==> config.mk <==
export PLATFORM = sky130hd
export DESIGN_NAME = mem_wb_pipe
export DESIGN_NICKNAME = d
export VERILOG_FILES = /design/src/rtl/mem_wb_pipe.sv
export SDC_FILE = /design/constraint.sdc
export NUM_CORES = 1
export LEC_CHECK = 0
export ABC_CLOCK_PERIOD_IN_PS = 2550
export CAP_MARGIN = 10
export CORE_MARGIN = 10
export CORE_UTILIZATION = 40
export DETAILED_ROUTE_END_ITERATION = 8
export DONT_BUFFER_PORTS = 1
export GPL_ROUTABILITY_DRIVEN = 0
export PLACE_DENSITY = 0.52
export SLEW_MARGIN = 5
export SYNTH_ARGS = -nofsm -noshare
export SYNTH_HDL_FRONTEND = slang
export SYNTH_SLANG_ARGS = --single-unit
==> constraint.sdc <==
create_clock -name clk -period 2.55 [get_ports clk]
set_input_delay 0.3825 -clock clk [delete_from_list [all_inputs] [get_ports clk]]
set_output_delay 0.3825 -clock clk [all_outputs]
set_load 0.05 [all_outputs]
==> src/rtl/mem_wb_pipe.sv <==
// ----------------------------------------------------------------------------
// mem_wb_pipe
//
// MEM -> WB pipeline stage. Carries the regfile write triple (destination
// address, write enable, data) and, when built with MEM_WB_HILO_EN defined,
// the HI/LO write (enable, HI, LO). A valid/ready handshake with a 2-entry
// skid buffer (MAIN + SKID) absorbs writeback-side stalls without dropping or
// duplicating entries. A synchronous flush discards everything buffered.
//
// Build option:
//   MEM_WB_HILO_EN  - adds the HI/LO payload ports and their storage.
//
// Ports:
//   clk            rising-edge clock
//   rst            asynchronous, active-high reset
//   flush          synchronous flush; wins over accept and pop
//   in_valid       memory stage presents an entry
//   in_ready       stage can accept (registered: skid buffer empty)
//   in_dest_addr   destination register
//   in_wreg        regfile write request
//   in_wdata       regfile write data
//   in_hilo_we     HI/LO write request          (MEM_WB_HILO_EN)
//   in_hi, in_lo   HI/LO data                   (MEM_WB_HILO_EN)
//   out_valid      head entry valid
//   out_ready      writeback consumes head this cycle
//   out_dest_addr  head destination register
//   out_wreg       head regfile write enable, qualified by out_valid
//   out_wdata      head write data
//   out_hilo_we    head HI/LO write enable, qualified (MEM_WB_HILO_EN)
//   out_hi, out_lo head HI/LO data              (MEM_WB_HILO_EN)
//   occupancy      entries held: 0, 1 or 2
// ----------------------------------------------------------------------------
module mem_wb_pipe #(
   parameter int DATA_W = 32,
   parameter int REG_AW = 5
) (
   input  logic              clk,
   input  logic              rst,
   input  logic              flush,
   input  logic              in_valid,
   output logic              in_ready,
   input  logic [REG_AW-1:0] in_dest_addr,
   input  logic              in_wreg,
   input  logic [DATA_W-1:0] in_wdata,
`ifdef MEM_WB_HILO_EN
   input  logic              in_hilo_we,
   input  logic [DATA_W-1:0] in_hi,
   input  logic [DATA_W-1:0] in_lo,
`endif
   output logic              out_valid,
   input  logic              out_ready,
   output logic [REG_AW-1:0] out_dest_addr,
   output logic              out_wreg,
   output logic [DATA_W-1:0] out_wdata,
`ifdef MEM_WB_HILO_EN
   output logic              out_hilo_we,
   output logic [DATA_W-1:0] out_hi,
   output logic [DATA_W-1:0] out_lo,
`endif
   output logic [1:0]        occupancy
);

   // State encoding doubles as the occupancy count.
   typedef enum logic [1:0] {
      EMPTY = 2'd0,
      ONE   = 2'd1,
      FULL  = 2'd2
   } state_t;

   typedef struct packed {
`ifdef MEM_WB_HILO_EN
      logic              hilo_we;
      logic [DATA_W-1:0] hi;
      logic [DATA_W-1:0] lo;
`endif
      logic [REG_AW-1:0] dest_addr;
      logic              wreg;
      logic [DATA_W-1:0] wdata;
   } entry_t;

   state_t state, state_nxt;
   entry_t main_q, skid_q, in_entry;
   logic   accept, pop;
   logic   load_main_in, load_main_skid, load_skid;

   always_comb begin
      in_entry           = '0;
      in_entry.dest_addr = in_dest_addr;
      in_entry.wreg      = in_wreg;
      in_entry.wdata     = in_wdata;
`ifdef MEM_WB_HILO_EN
      in_entry.hilo_we   = in_hilo_we;
      in_entry.hi        = in_hi;
      in_entry.lo        = in_lo;
`endif
   end

   // in_ready comes straight from the state register, so the memory stage
   // never sees a combinational path from out_ready.
   assign in_ready  = (state != FULL);
   assign out_valid = (state != EMPTY);
   assign accept    = in_valid & in_ready;
   assign pop       = out_valid & out_ready;

   // State register.
   // NOTE: sequential state uses non-blocking assignments so every flop
   // samples pre-edge values regardless of block ordering.
   always_ff @(posedge clk or posedge rst) begin
      if (rst) state <= EMPTY;
      else     state <= state_nxt;
   end

   // Next-state and payload-move decode.
   always_comb begin
      // NOTE: every output of this block gets a default first; a path that
      // leaves one unassigned would infer a latch.
      state_nxt      = state;
      load_main_in   = 1'b0;
      load_main_skid = 1'b0;
      load_skid      = 1'b0;
      if (flush) begin
         // Flush beats accept and pop; payload registers are left untouched.
         state_nxt = EMPTY;
      end else begin
         case (state)
            EMPTY: begin
               if (accept) begin
                  load_main_in = 1'b1;
                  state_nxt    = ONE;
               end
            end
            ONE: begin
               if (accept && pop) begin
                  load_main_in = 1'b1;
               end else if (accept) begin
                  load_skid = 1'b1;
                  state_nxt = FULL;
               end else if (pop) begin
                  state_nxt = EMPTY;
               end
            end
            FULL: begin
               // in_ready is low here, so only a pop can happen.
               if (pop) begin
                  load_main_skid = 1'b1;
                  state_nxt      = ONE;
               end
            end
            default: state_nxt = EMPTY;
         endcase
      end
   end

   // Payload storage.
   // NOTE: these are only two registers, and the reset value is visible on
   // the outputs, so they are reset along with the state.
   always_ff @(posedge clk or posedge rst) begin
      if (rst) begin
         main_q <= '0;
         skid_q <= '0;
      end else begin
         if (load_main_in)        main_q <= in_entry;
         else if (load_main_skid) main_q <= skid_q;
         if (load_skid)           skid_q <= in_entry;
      end
   end

   assign out_dest_addr = main_q.dest_addr;
   assign out_wreg      = main_q.wreg & out_valid;
   assign out_wdata     = main_q.wdata;
`ifdef MEM_WB_HILO_EN
   assign out_hilo_we   = main_q.hilo_we & out_valid;
   assign out_hi        = main_q.hi;
   assign out_lo        = main_q.lo;
`endif
   assign occupancy     = state;

endmodule

==> run_results.csv <==
group,metric,value,unit
run_status,status,"complete, but fails checks",
run_status,violations,"hold timing",
worst_setup_path,cp-end-kind,"output pin",
worst_setup_path,startpoint_type,"register",
finish,mostFrequentLayoutCells,"dfrtp_1 (78), mux2_2 (54), mux2_4 (30), mux2_1 (26), clkbuf_8 (12)",
sta,rsz0062_at_grt,"no",
yosys,synth.avg_cell_area,14.6,sq um
yosys,synth_cells,263,
run,maxCapViolCount,0,
worst_setup_path,cp.required,2.17,ns
drt,wl_per_cell,18.7,microns
drt,drc,0,
drt,first_iter_violations,102,
die,die_w,118,microns
global_routing,antenna_found_initial,0,
yosys,syn_area,3830,sq um
power_and_ir_drop,ir_drop,0.000418,V
die,ioPinCount,85,
clocking,clockRootBuffer,"clkbuf_8",
worst_setup_path,path_max_fanout,5,
global_routing,grt_max_degree,41,
sta,period_share,0.839,
drt,drtPass1Iterations,3,
clocking,cts_buffer_depth,2,
die,die_h,118,microns
yosys,ys_ff_latch,78,
placed_design,hpwl,4.71,mm
placed_design,placedCellCount,352,
sta,max_freq,467,MHz
finish,final_cells,367,
sta,hold-worst-slack,-0.00391,ns
clocking,htreeDepth,3,
sta,setup_viol,0,
global_routing,overflow,0,
sta,hold_violations,1,
power_and_ir_drop,p_leak,1.83,nW
die,dieArea,13900,sq um
power_and_ir_drop,powerDensity,1150,nW/um^2
finish,antennaDiodeCount,0,
global_routing,grtUsageTotal,0.0998,
clocking,tritoncts,"built",
clocking,post_cts_buffers,0,
placed_design,placed_area,3730,sq um
clocking,cts.sinks,78,
drt,ant_nets,0,
yosys,ys_seq_area_frac,0.509,
drt,avgViaCountPerCell,4.95,
clocking,clkTransAtPathRegs,0.08,ns
sta,fin_skew,0.00590,ns
finish,syn_to_final_growth,4.01,%
worst_setup_path,cp.arrival,1.76,ns
yosys,syn_nets,306,
clocking,cts_made_buffers,9,
placed_design,port_buffers,0,
finish,layout_commonest_cell,"dfrtp_1",
drt,vias,1817,
clocking,clk_latency,0.34,ns
sta,setup_tns,0,ns
sta,slew_headroom,0.525,
drt,wl,6.87,mm
finish,fin_area,3990,sq um
finish,nNetsFinal,277,
global_routing,first_global_vias,1890,
clocking,holdBufCountCts,0,
hold_path,min-delay-path-class,"input pin to async pin",
die,num_rows,35,
finish,final_layout_size_suffix_gt1_frac,0.479,
yosys,synth_cell_types,23,
die,initial_core_util,0.413,
worst_setup_path,worstSetupPathType,"register to output pin",
sta,worst_pin_slew,0.713,ns
die,core,9280,sq um
global_routing,grt_pass1_wl,11.0,mm
clocking,post_cts_resized,0,
sta,finalCriticalPeriod,2.14,ns
sta,slew_violations,0,
yosys,yosys_warnings,0,
[worst max-delay path, stage by stage (launching register included)]
cell and delay [ns]:
dfrtp_1 0.38, buf_4 0.20, or2_2 0.45, and2_1 0.38
[flip-flops by register name, summed over array words and instances (netlist names)]
name           cells
out_dest_addr      5
out_wdata         32
skid_q            38
occupancy          2
main_q             1
[per-layer routing]
metal	vias to the layer above	track usage	routed length, microns
met5	-	0	0
met4	0	0.0541	161
met3	13	0.0600	873
met2	58	0.143	3090
met1	925	0.113	2750
li1	821	-	-
[kinds of logic after synthesis]
family	share of synthesized area
muxes	0.360
DFF	0.509
buffers and inverters	0.0986
AOI/OAI and AO/OA	0.00914
and+or+nand+nor	0.0228
[cell type report]
cell class,count,area (sq um)
Clock inverter,3,90.1
Fill cell,871,5300
Tap cell,129,161
Clock buffer,12,165
Sequential cell,78,1950
Timing Repair Buffer,9,92.6
Inverter,2,8.76
Multi-Input combinational cell,134,1520
[report_power, final]
group / switching [mW] / total [mW] / internal (mW)
combinational: 0.218 / 0.709 / 0.491
sequential: 1.08 / 2.71 / 1.63
clock: 0.442 / 1.17 / 0.726
total: 1.74 / 4.58 / 2.84
[synthesized netlist by cell type]
master / instances / area (sq um)
nor2_1: 4 / 15.0
mux2i_1: 3 / 30.0
buf_6: 4 / 45.0
nor3b_1: 1 / 7.51
nor3b_2: 1 / 12.5
o21bai_1: 1 / 7.51
and2_1: 1 / 6.26
a21oi_1: 3 / 15.0
mux2_2: 54 / 608
nand2_1: 1 / 3.75
buf_4: 40 / 300
o21ai_0: 1 / 5.00
and3_1: 1 / 6.26
nand2_2: 1 / 6.26
buf_2: 5 / 25.0
a211oi_1: 1 / 7.51
or2_2: 1 / 6.26
nand3_1: 1 / 5.00
nand2b_1: 3 / 18.8
mux2_1: 26 / 293
inv_1: 2 / 7.51
mux2_4: 30 / 450
dfrtp_1: 78 / 1950
[stage by stage]
stage          power [mW]  utilization  worst slack [ns]
3_3_place_gp         3.45        0.402             0.730
4_1_cts              4.67        0.430             0.381
6_report             4.58        0.430             0.410
5_1_grt              4.82        0.430             0.367
3_5_place_dp         3.48        0.402             0.699
2_1_floorplan        3.64            -             0.172
[worst paths after layout]
path	start	to	slack [ns]	cells after the start
min in group clk	flush	occupancy[0]	0.10	1
hold / removal	rst	skid_q[29]	-0.004	1
hold reg to reg	skid_q[14]	skid_q[14]	0.49	1
setup / recovery	occupancy[0]	out_wreg	0.41	3
max in group asynchronous	rst	skid_q[18]	1.89	2
setup reg to reg	occupancy[1]	out_wdata[13]	0.71	6
No activity file was read; power rests on OpenSTA's default activity.
